$ cat src/rtl/q_learning_pkg.sv
// Shared types and constants for the Q-learning accelerator and its step sequencer.
// Holds the sequencer FSM encoding, datapath widths and the LFSR tap mask.
package q_learning_pkg;

  localparam int ACTION_W = 4;
  localparam int STATE_W  = 6;
  localparam int DATA_W   = 16;

  // Right-shifting Fibonacci form of taps 16,14,13,11 -> bits 0,2,3,5.
  localparam logic [15:0] LFSR_TAPS = 16'h002D;

  typedef enum logic [2:0] {
    IDLE,
    SELECT,
    ACT,
    WAIT_ENV,
    UPDATE,
    ADVANCE,
    DONE
  } ctrl_state_e;

endpackage

$ cat src/rtl/q_learning_ctrl_lfsr.sv
// lfsr16: 16-bit Fibonacci LFSR, synchronous active-low reset to seed.
// Ports: clk, rst_n, seed[15:0] (reset value, nonzero), q[15:0] (state).
module lfsr16
  import q_learning_pkg::*;
(
  input  logic        clk,
  input  logic        rst_n,
  input  logic [15:0] seed,
  output logic [15:0] q
);

  logic [15:0] q_q;
  logic [15:0] q_d;

  always_comb begin
    q_d = {^(q_q & LFSR_TAPS), q_q[15:1]};
  end

  always_ff @(posedge clk) begin
    if (!rst_n) q_q <= seed;
    else        q_q <= q_d;
  end

  assign q = q_q;

endmodule

$ cat src/rtl/q_learning_ctrl.sv
// q_learning_ctrl: per-episode step sequencer with epsilon-greedy action choice.
// Ports: start/init_state/epsilon/greedy_action in; act_* and env_* handshakes;
// acc_* accelerator drive; busy, episode_done, step_count, episode_count status.
module q_learning_ctrl
  import q_learning_pkg::*;
#(
  parameter int          NUM_ACTIONS = 15,
  parameter int          ACTION_W    = q_learning_pkg::ACTION_W,
  parameter int          STATE_W     = q_learning_pkg::STATE_W,
  parameter int          DATA_W      = q_learning_pkg::DATA_W,
  parameter int          ACC_LATENCY = 2,
  parameter int          MAX_STEPS   = 64,
  parameter logic [15:0] LFSR_SEED   = 16'hACE1
) (
  input  logic                clk,
  input  logic                rst_n,
  input  logic                start,
  input  logic [STATE_W-1:0]  init_state,
  input  logic [15:0]         epsilon,
  input  logic [ACTION_W-1:0] greedy_action,
  output logic                act_valid,
  input  logic                act_ready,
  output logic [ACTION_W-1:0] act_out,
  input  logic                env_valid,
  output logic                env_ready,
  input  logic [STATE_W-1:0]  env_next_state,
  input  logic [DATA_W-1:0]   env_reward,
  input  logic                env_terminal,
  output logic                acc_en,
  output logic [ACTION_W-1:0] acc_action,
  output logic [STATE_W-1:0]  acc_state,
  output logic [STATE_W-1:0]  acc_next_state,
  output logic [DATA_W-1:0]   acc_reward,
  output logic                busy,
  output logic                episode_done,
  output logic [7:0]          step_count,
  output logic [15:0]         episode_count
);

  localparam int CNT_W = $clog2(ACC_LATENCY + 1);

  ctrl_state_e         state_q, state_d;
  logic [STATE_W-1:0]  cur_q, cur_d;
  logic [STATE_W-1:0]  nxt_q, nxt_d;
  logic [ACTION_W-1:0] act_q, act_d;
  logic [DATA_W-1:0]   rew_q, rew_d;
  logic                term_q, term_d;
  logic [7:0]          step_q, step_d;
  logic [15:0]         ep_q, ep_d;
  logic [CNT_W-1:0]    cnt_q, cnt_d;
  logic [15:0]         lfsr_q;
  logic [ACTION_W-1:0] rnd_act;
  logic [7:0]          step_inc;

  lfsr16 u_lfsr (
    .clk   (clk),
    .rst_n (rst_n),
    .seed  (LFSR_SEED),
    .q     (lfsr_q)
  );

  // Fold out-of-range random codes back into 0..NUM_ACTIONS-1.
  always_comb begin
    rnd_act = lfsr_q[ACTION_W-1:0];
    if (rnd_act >= ACTION_W'(NUM_ACTIONS)) begin
      rnd_act = rnd_act - ACTION_W'(NUM_ACTIONS);
    end
  end

  always_comb begin
    state_d  = state_q;
    cur_d    = cur_q;
    nxt_d    = nxt_q;
    act_d    = act_q;
    rew_d    = rew_q;
    term_d   = term_q;
    step_d   = step_q;
    ep_d     = ep_q;
    cnt_d    = cnt_q;
    step_inc = step_q + 8'd1;
    unique case (state_q)
      IDLE: begin
        if (start) begin
          cur_d   = init_state;
          step_d  = 8'd0;
          state_d = SELECT;
        end
      end
      SELECT: begin
        act_d   = (lfsr_q < epsilon) ? rnd_act : greedy_action;
        state_d = ACT;
      end
      ACT: begin
        if (act_ready) state_d = WAIT_ENV;
      end
      WAIT_ENV: begin
        if (env_valid) begin
          nxt_d   = env_next_state;
          rew_d   = env_reward;
          term_d  = env_terminal;
          cnt_d   = CNT_W'(ACC_LATENCY - 1);
          state_d = UPDATE;
        end
      end
      UPDATE: begin
        if (cnt_q == '0) state_d = ADVANCE;
        else             cnt_d   = cnt_q - 1'b1;
      end
      ADVANCE: begin
        cur_d  = nxt_q;
        step_d = step_inc;
        if (term_q || step_inc == 8'(MAX_STEPS)) state_d = DONE;
        else                                     state_d = SELECT;
      end
      DONE: begin
        ep_d    = ep_q + 16'd1;
        state_d = IDLE;
      end
      default: state_d = IDLE;
    endcase
  end

  always_ff @(posedge clk) begin
    if (!rst_n) begin
      state_q <= IDLE;
      cur_q   <= '0;
      nxt_q   <= '0;
      act_q   <= '0;
      rew_q   <= '0;
      term_q  <= 1'b0;
      step_q  <= '0;
      ep_q    <= '0;
      cnt_q   <= '0;
    end else begin
      state_q <= state_d;
      cur_q   <= cur_d;
      nxt_q   <= nxt_d;
      act_q   <= act_d;
      rew_q   <= rew_d;
      term_q  <= term_d;
      step_q  <= step_d;
      ep_q    <= ep_d;
      cnt_q   <= cnt_d;
    end
  end

  // Handshake strobes drop in the same cycle reset is applied.
  assign act_valid      = rst_n && (state_q == ACT);
  assign env_ready      = rst_n && (state_q == WAIT_ENV);
  assign acc_en         = rst_n && (state_q == UPDATE);
  assign act_out        = act_q;
  assign acc_action     = act_q;
  assign acc_state      = cur_q;
  assign acc_next_state = nxt_q;
  assign acc_reward     = rew_q;
  assign busy           = (state_q != IDLE);
  assign episode_done   = (state_q == DONE);
  assign step_count     = step_q;
  assign episode_count  = ep_q;

endmodule

$ cat config.mk
export PLATFORM = sky130hd
export DESIGN_NAME = q_learning_ctrl
export DESIGN_NICKNAME = d
export VERILOG_FILES = /design/src/rtl/q_learning_pkg.sv /design/src/rtl/q_learning_ctrl_lfsr.sv /design/src/rtl/q_learning_ctrl.sv
export SDC_FILE = /design/constraint.sdc
export NUM_CORES = 1
export LEC_CHECK = 0
export BUFFER_PORTS_ARGS = -buffer_cell sky130_fd_sc_hd__buf_2
export CAP_MARGIN = 0
export CORE_MARGIN = 10
export CORE_UTILIZATION = 40
export DETAILED_ROUTE_END_ITERATION = 6
export PLACE_DENSITY = 0.65
export SYNTH_ARGS = -nofsm -noshare
export SYNTH_HDL_FRONTEND = slang
export SYNTH_SLANG_ARGS = --single-unit
export TNS_END_PERCENT = 20
$ cat constraint.sdc
create_clock -name clk -period 5.3 [get_ports clk]
set_input_delay 0.795 -clock clk [delete_from_list [all_inputs] [get_ports clk]]
set_output_delay 0.795 -clock clk [all_outputs]
set_load 0.03 [all_outputs]
== Word level (Yosys, flattened, before mapping) ==
Cells that the tools add are included.

* Memory bits (writable): 0
* Bits of input ports: 54
* Bits in registers: 78
* Memories: 0
* Memory bits (read-only): 0
* Bits in latches: 0

* Shift operators: 0
* Reductions and logical operators: 14
* Div/mod/pow operators: 0
* Multiplexer cells: 15
* Bitwise gates (word level): 0
* Equal/unequal tests: 12
* Add/sub/neg operators: 4
* $mul: 0
* Order comparisons: 2

{| class="wikitable"
|+ Operators by type and width
! operator !! number
|-
| $pmux W3 S6 || 1
|-
| $add A16 B1 Y16 const B || 1
|-
| $lt A16 B16 Y1 || 1
|-
| $pmux W8 S2 || 1
|-
| $reduce_xor A16 Y1 || 1
|-
| $mux W3 || 5
|-
| $pmux W6 S2 || 1
|-
| $ne A2 B2 Y1 const B || 5
|-
| $eq A3 B3 Y1 const B || 3
|-
| $add A8 B1 Y8 const B || 1
|-
| $eq A8 B7 Y1 const B || 1
|-
| $mux W4 || 2
|-
| $mux W8 || 1
|-
| $eq A3 B2 Y1 const B || 2
|-
| $mux W6 || 1
|-
| $ge A4 B4 Y1 const B || 1
|-
| $mux W2 || 2
|-
| $pmux W2 S2 || 1
|-
| $reduce_and A2 Y1 || 2
|-
| $reduce_and A4 Y1 || 1
|-
| $reduce_bool A2 Y1 || 2
|-
| $sub A4 B4 Y4 const B || 1
|-
| $eq A3 B1 Y1 const B || 1
|-
| $logic_and A1 B1 Y1 || 3
|-
| 6 further kinds || 6
|}

== Longest topological paths before layout ==
Gate-level depths: netlist (run 1).

* Depth after elaboration: 5
* Mapped depth: 8
* Gate-level depth less buffers: 7

== Modules after synthesis ==
From an unflattened synthesis (run 1), not the netlist that was laid out.

* Cells, all modules: 455
* Area total of the unflattened synthesis: 3858.7 um^2

{| class="wikitable"
|+ Modules (own cells, without submodules)
! module !! seq. area each (um^2) !! instances !! area each (um^2) !! cells an instance
|-
| q_learning_ctrl || 1241.2 || 1 || 3273.1 || 417
|-
| lfsr16 || 320.3 || 1 || 585.6 || 38
|}

== Worst setup path before layout (run 1) ==
No wires, ideal clock.

* Path type: input -> output
* Start point: input rst_n
* End point: output act_valid
* Path buffers: 0
* Stages: 2
* Path slack: 2.628 ns
* Arrival time: 1.877 ns
* Cells stage by stage: inv_2 nor4b_1

* Longest elaborated chain between the ends: 1

{| class="wikitable"
|+ RTL lines
! what !! RTL line !! text
|-
| start: declaration || q_learning_ctrl.sv:16 || <nowiki>input logic rst_n,</nowiki>
|-
| $logic_and A1 B1 Y1 || q_learning_ctrl.sv:148 || <nowiki>assign act_valid = rst_n && (state_q == ACT);</nowiki>
|-
| end: declaration || q_learning_ctrl.sv:21 || <nowiki>output logic act_valid,</nowiki>
|}

Every way passes these cells.

== Worst setup path after layout (run 1) ==
* Start point: input rst_n
* End point: output env_ready

* Longest elaborated chain between the ends: 1

{| class="wikitable"
|+ RTL lines
! what !! RTL line !! text
|-
| $logic_and A1 B1 Y1 || q_learning_ctrl.sv:149 || <nowiki>assign env_ready = rst_n && (state_q == WAIT_ENV);</nowiki>
|-
| end: declaration || q_learning_ctrl.sv:25 || <nowiki>output logic env_ready,</nowiki>
|}

Every way passes these cells.

==> impl_metrics.py, run 1 <==
metrics = {
    "outcome": {
        "status": "finished clean",
    },
    "sta": {
        "min_period_ns": 2.971,
        "finalSetupViolCount": 0,
        "setup_tns_ns": 0,
        "period_share_pct": 56.06,
        "grt_setup_unrepaired": "false",
        "drv_slew": 0,
        "hold_viol_final": 0,
        "tightest_slew_ns": 0.9161,
        "relSlewSlack_pct": 38.76,
        "fmax_ghz": 0.3366,
        "hold_slack_ns": 0.4530,
        "finalClockSkew_ns": 0.008513,
    },
    "die": {
        "initial_core_util_pct": 40.71,
        "fp.dieW_microns": 116.5,
        "ioPinCount": 119,
        "rows": 35,
        "die_h_microns": 116.5,
        "dieArea_sq_um": 13580,
        "core_sq_um": 9153,
    },
    "yosys": {
        "synth_edf_count": 0,
        "synth_seq_cells": 78,
        "synth.top_cell.area_share_pct": 41.91,
        "synthFlopType": "dfxtp_1",
        "ys_types": 51,
        "avgSynthCellArea_sq_um": 8.225,
        "syn-num-nets": 527,
        "synth_top_cell_by_area": "dfxtp_1",
        "netlist_area_sq_um": 3726,
        "synthArstFlopShare_pct": 0,
        "yosysWarnings": 0,
        "synthTopCellsByArea": "dfxtp_1 42%, nand2_1 8.0%, ha_1 6.7%",
        "synthCells": 453,
        "ys_seq_area_share_pct": 41.91,
    },
    "power": {
        "irDropWorstVdd_v": 0.0001247,
        "seq_power_share_pct": 48.1,
        "power_frac_clock_pct": 38.9,
        "swShare_pct": 24.75,
        "p_comb_share_pct": 13.0,
        "internal_power_mw": 0.9795,
        "leakage_nw": 2.097,
        "p_per_area_nw_per_um2": 284.4,
        "power_mw": 1.302,
        "p_sw_mw": 0.3221,
    },
    "layout": {
        "fin_nets": 631,
        "stdcell_area_sq_um": 4577,
        "seqCellArea_sq_um": 1562,
        "multi_input_area_sq_um": 1969,
        "area_delta_synth_final_pct": 22.83,
        "fill_cells": 915,
        "drive_gt1_share_pct": 25.36,
    },
    "setup_path": {
        "path_class": "input port to primary output",
        "crit_path_max_fanout": 35,
        "ff2ff_setup_slack_ns": 3.02,
        "worstSetupEndpoint": "env_ready",
        "startpoint": "rst_n",
        "regToRegEndpoint": "cnt_q[1]$_SDFFE_PN0P_",
        "r2r-start": "state_q[1]$_SDFFE_PN0P_",
        "required_ns": 4.51,
        "worst-r2r-cell-count": 5,
        "startpoint_type": "input port",
        "cp-end-kind": "primary output",
        "arrival_ns": 2.18,
    },
    "drt": {
        "ant_nets": 0,
        "wirelength_microns": 9818,
        "vias_per_cell": 5.092,
        "post-route-drc-count": 0,
        "dr.pass1.iters": 4,
        "first_iter_violations": 221,
        "num_vias": 3422,
        "routedWlPerCell_microns": 14.61,
    },
    "clock_network": {
        "cts_max_level": 3,
        "cts_setup_buffers": 0,
        "clock_latency_ns": 0.34,
        "holdBufCountCts": 0,
        "cts_buffer_depth": 2,
        "clock-sinks": 78,
        "cts-root-buf": "clkbuf_8",
        "cts_tree": "built",
        "path_clk_slew_ns": 0.07,
        "cts_resized": 0,
        "cts_buffers": 9,
    },
    "place": {
        "dp_hpwl_microns": 7505,
        "dpl_cell_area_sq_um": 4350,
        "globalplace.congestion": 0.8179,
        "io_buffers": 118,
    },
    "grt": {
        "grt-ovfl-total": 0,
        "grt_pass1_vias": 3340,
        "grt_pass1_wl_microns": 15990,
        "grt_start_max_net_pins": 36,
        "antenna_found_initial": 2,
        "grt.total_usage_pct": 14.65,
    },
    "flow_run": {
        "max-cap-violations": 0,
    },
    "worst_hold_path": {
        "hp-class": "flop to flop",
    },
}
## metal layers
metal,GRT usage (%),vias up,wire [microns]
li1,-,1760,-
met5,0,-,12
met4,3.753,2,63
met1,17.59,1549,4258
met3,7.601,7,1057
met2,22.55,104,4426
## power groups by stage
| stage | sequential (mW) | combinational [mW] | clock, mW |
|---|---|---|---|
| final | 0.626 | 0.169 | 0.506 |
| after global routing | 0.630 | 0.191 | 0.547 |
| after CTS | 0.626 | 0.172 | 0.518 |
| after detailed placement | 0.640 | 0.171 | 0 |
| after global placement | 0.640 | 0.167 | 0 |
| after floorplan | 0.652 | 0.105 | 0 |
## registers in the layout (all words and copies together), names as in the netlist
| register | cells |
|---|---|
| acc_reward | 16 |
| episode_count | 16 |
| u_lfsr.q | 16 |
| step_count | 8 |
| acc_next_state | 6 |
| acc_state | 6 |
| acc_action | 4 |
| state_q | 3 |
| cnt_q | 2 |
| term_q | 1 |
## synthesized netlist by cell type (all sizes together) (5+ instances only)
master  number
xor2        12
dfxtp       78
and2        10
nand4       10
buf          7
mux2i        7
nand2       79
inv         20
a21oi       41
nor2        44
ha          20
xnor2        6
nor3         5
nand3       10
nand2b       8
o21ai       13
a311oi       6
clkbuf      20
and3         8
## final cells by class
cell class                      count  area share (%)
Clock buffer                        9           2.706
Clock inverter                      5           2.187
Tap cell                          111           3.034
Antenna cell                        1         0.05467
Multi-Input combinational cell    328           43.03
Timing Repair Buffer              120           13.23
Inverter                           20           1.640
Sequential cell                    78           34.12
## stage by stage
stage                     worst slack [ns]  utilization (%)  std cells
after floorplan                      2.628                -        453
after global placement               2.326            47.53        657
after detailed placement             2.273            47.53        657
after CTS                            2.284            49.98        671
after global routing                 2.153            49.98        671
final                                2.329            50.01        672
## cells by family (layout without fill, tap and decap cells)
| family | after synthesis | in the layout | synth area share [%] |
|---|---|---|---|
| buf+inv | 47 | 154 | 5.238 |
| simple gates | 195 | 195 | 24.82 |
| mux | 9 | 9 | 2.485 |
| fa+ha+maj | 20 | 20 | 6.716 |
| compound gates | 86 | 86 | 14.61 |
| other cells | 0 | 1 | 0 |
| xor+xnor | 18 | 18 | 4.231 |
| flops | 78 | 78 | 41.91 |
## how the worst min path moves through the flow
stage	endpoint	from	cells after the start
final	u_lfsr.q[11]$_SDFF_PN1_	u_lfsr.q[12]$_SDFF_PN0_	1
after global routing	u_lfsr.q[7]$_SDFF_PN1_	u_lfsr.q[8]$_SDFF_PN0_	1
after CTS	acc_reward[10]$_SDFFE_PN0P_	acc_reward[10]$_SDFFE_PN0P_	2
after detailed placement	u_lfsr.q[10]$_SDFF_PN1_	u_lfsr.q[11]$_SDFF_PN1_	1
after global placement	u_lfsr.q[10]$_SDFF_PN1_	u_lfsr.q[11]$_SDFF_PN1_	1
after floorplan	u_lfsr.q[10]$_SDFF_PN1_	u_lfsr.q[11]$_SDFF_PN1_	1
## critical path, cell delays in order
cell and delay, ns:
buf_2 0.41, inv_2 0.29, buf_4 0.33, nor2_1 0.14
buf_2 0.21
## layout by cell type (no fill, tap or decap), types with 3 or more instances in the layout
cell	count
buf_2	118
nand2_1	79
dfxtp_1	78
nor2_1	43
a21oi_1	40
ha_1	20
inv_1	19
xor2_1	12
nand3_1	10
and2_1	10
nand4_1	9
clkbuf_8	9
and3_1	8
nand2b_1	8
o21ai_0	8
mux2i_1	7
xnor2_1	6
a311oi_1	6
o21ai_1	5
nor3_1	5
or3_1	4
nor2b_1	4
o21a_1	3
a211oi_1	3
o31ai_1	3
nor4_1	3
a21boi_1	3
bufinv_16	3
No activity file was read; power rests on OpenSTA's default activity.
==> inputs of run 2 (changes only) <==
--- a/config.mk
+++ b/config.mk
@@ -10,7 +10,7 @@
 export CORE_MARGIN = 10
 export CORE_UTILIZATION = 40
 export DETAILED_ROUTE_END_ITERATION = 6
-export PLACE_DENSITY = 0.65
+export PLACE_DENSITY = 0.68
 export SYNTH_ARGS = -nofsm -noshare
 export SYNTH_HDL_FRONTEND = slang
 export SYNTH_SLANG_ARGS = --single-unit
==> constraint.sdc (replaced) <==
create_clock -name clk -period 2.4 [get_ports clk]
set_input_delay 0.36 -clock clk [delete_from_list [all_inputs] [get_ports clk]]
set_output_delay 0.36 -clock clk [all_outputs]
set_load 0.03 [all_outputs]
==> impl_metrics.py, run 2 (same netlist as run 1, synthesis figures left out) <==
metrics = {
    "clock_network": {
        "cts_tree": "built",
        "cts_buffers": 9,
        "cts_max_level": 3,
        "cts_setup_buffers": 0,
        "clock-sinks": 78,
        "cts_buffer_depth": 2,
        "path_clk_slew_ns": 0.09,
        "clock_latency_ns": 0.34,
        "cts-root-buf": "clkbuf_8",
    },
    "sta": {
        "tightest_slew_ns": 0.6236,
        "period_share_pct": 88.49,
        "final.setup.worst_slack_ns": 0.2763,
        "setup_tns_ns": 0,
        "grt_setup_unrepaired": "false",
        "finalClockSkew_ns": 0.01097,
        "min_period_ns": 2.124,
        "drv_slew": 0,
        "finalSetupViolCount": 0,
        "fmax_ghz": 0.4709,
        "relSlewSlack_pct": 58.33,
        "hold_viol_final": 0,
    },
    "grt": {
        "grt-ovfl-total": 0,
        "grt_pass1_wl_microns": 16010,
        "grt.total_usage_pct": 14.76,
        "grt_start_max_net_pins": 51,
        "grt_pass1_vias": 3367,
        "antenna_found_initial": 0,
    },
    "drt": {
        "num_vias": 3431,
        "post-route-drc-count": 0,
        "vias_per_cell": 5.053,
        "routedWlPerCell_microns": 14.62,
        "dr.pass1.iters": 4,
        "first_iter_violations": 175,
        "wirelength_microns": 9927,
        "ant_nets": 0,
    },
    "place": {
        "dp.cells": 662,
        "dp_hpwl_microns": 7433,
        "io_buffers": 118,
        "pre_cts_slack_ns": 0.3980,
        "globalplace.congestion": 0.8265,
    },
    "power": {
        "p_per_area_nw_per_um2": 610.0,
        "irDropWorstVdd_v": 0.0003218,
        "leakage_nw": 2.117,
    },
    "setup_path": {
        "startpoint_type": "flop",
        "crit_path_max_fanout": 13,
        "arrival_ns": 1.76,
        "required_ns": 2.04,
        "r2r-start": "step_count[0]$_SDFFE_PN0P_",
        "path_class": "flop to primary output",
        "cp-end-kind": "primary output",
        "startpoint": "state_q[1]$_SDFFE_PN0P_",
    },
    "layout": {
        "final_common_cell": "buf_2",
        "seqCellArea_sq_um": 1562,
        "area_delta_synth_final_pct": 23.64,
        "drive_gt1_share_pct": 26.46,
        "fin_nets": 636,
        "fill_cells": 899,
        "multi_input_area_sq_um": 1972,
        "stdcell_count": 679,
        "final_cell_mix": "118 x buf_2, 79 x nand2_1, 78 x dfxtp_1",
    },
    "worst_hold_path": {
        "hp-class": "input port to flop",
        "holdCritStartpoint": "env_reward[15]",
    },
    "flow_run": {
        "max-cap-violations": 0,
    },
    "die": {
        "dieArea_sq_um": 13580,
        "die_h_microns": 116.5,
        "core_sq_um": 9153,
        "ioPinCount": 119,
        "initial_core_util_pct": 40.71,
        "rows": 35,
        "fp.dieW_microns": 116.5,
    },
    "outcome": {
        "status": "finished clean",
    },
}
run 2: cell count changes in the layout (fill, tap and decap cells not counted):
cell,delta
nor2b_1,-1
clkbuf_8,+1
clkinv_2,-2
nor2b_2,+1
bufinv_16,-2
inv_6,+3
inv_8,+1
clkinv_4,+1
buf_4,+5
run 2: repair_timing:
| action | in CTS | in global routing |
|---|---|---|
| gates resized for setup | 0 | 1 |
| hold buffers | 0 | 0 |
| endpoints found under the setup margin | 0 | 1 |
run 2: area by class of cell:
| type | count | share of cell area (%) |
|---|---|---|
| diodes | 1 | 0.05432 |
| clock buffers | 10 | 2.988 |
| clock inverters | 6 | 1.657 |
| inverters | 20 | 1.630 |
| multi-input cells | 328 | 42.80 |
| flip-flops and latches | 78 | 33.89 |
| well taps | 111 | 3.015 |
| repair buffers | 125 | 13.96 |
run 2: critical path, stage by stage, from the launching register on:
cell and delay [ns]:
dfxtp_1 0.58, nor2b_2 0.33, nand2_1 0.10, nor2_1 0.19, buf_2 0.23
run 2: report_power, final:
group,switching (mW),internal [mW],total (mW)
registers,0.0420,1.34,1.38
logic,0.229,0.153,0.382
clock network,0.517,0.530,1.05
run 2: through the flow:
stage,utilization [%],cell area (sq um),hold WS (ns),total power [mW]
2_1_floorplan,-,3726,0.4151,1.670
3_5_place_dp,47.94,4388,0.4284,1.797
5_1_grt,50.31,4604,0.2265,2.969
6_report,50.33,4607,0.2432,2.810
3_3_place_gp,47.94,4388,0.4280,1.786
4_1_cts,50.28,4602,0.2210,2.858
run 2: worst paths after layout:
kind                                 end  slack [ns]  depth (start not counted)
max                            env_ready        0.28                          4
min          acc_reward[15]$_SDFFE_PN0P_        0.24                          3
max reg2reg      state_q[1]$_SDFFE_PN0P_        0.37                          6
min reg2reg      u_lfsr.q[13]$_SDFF_PN1_        0.45                          1
run 2: layer usage:
metal | vias to the layer above | part of all wire, % | track usage [%] | wire length, microns
met3 | 11 | 9.1 | 6.009 | 901
met4 | 0 | 1.4 | 6.255 | 138
met5 | - | 0 | 0 | 0
met1 | 1557 | 44 | 17.50 | 4351
li1 | 1769 | - | - | -
met2 | 94 | 46 | 23.08 | 4536
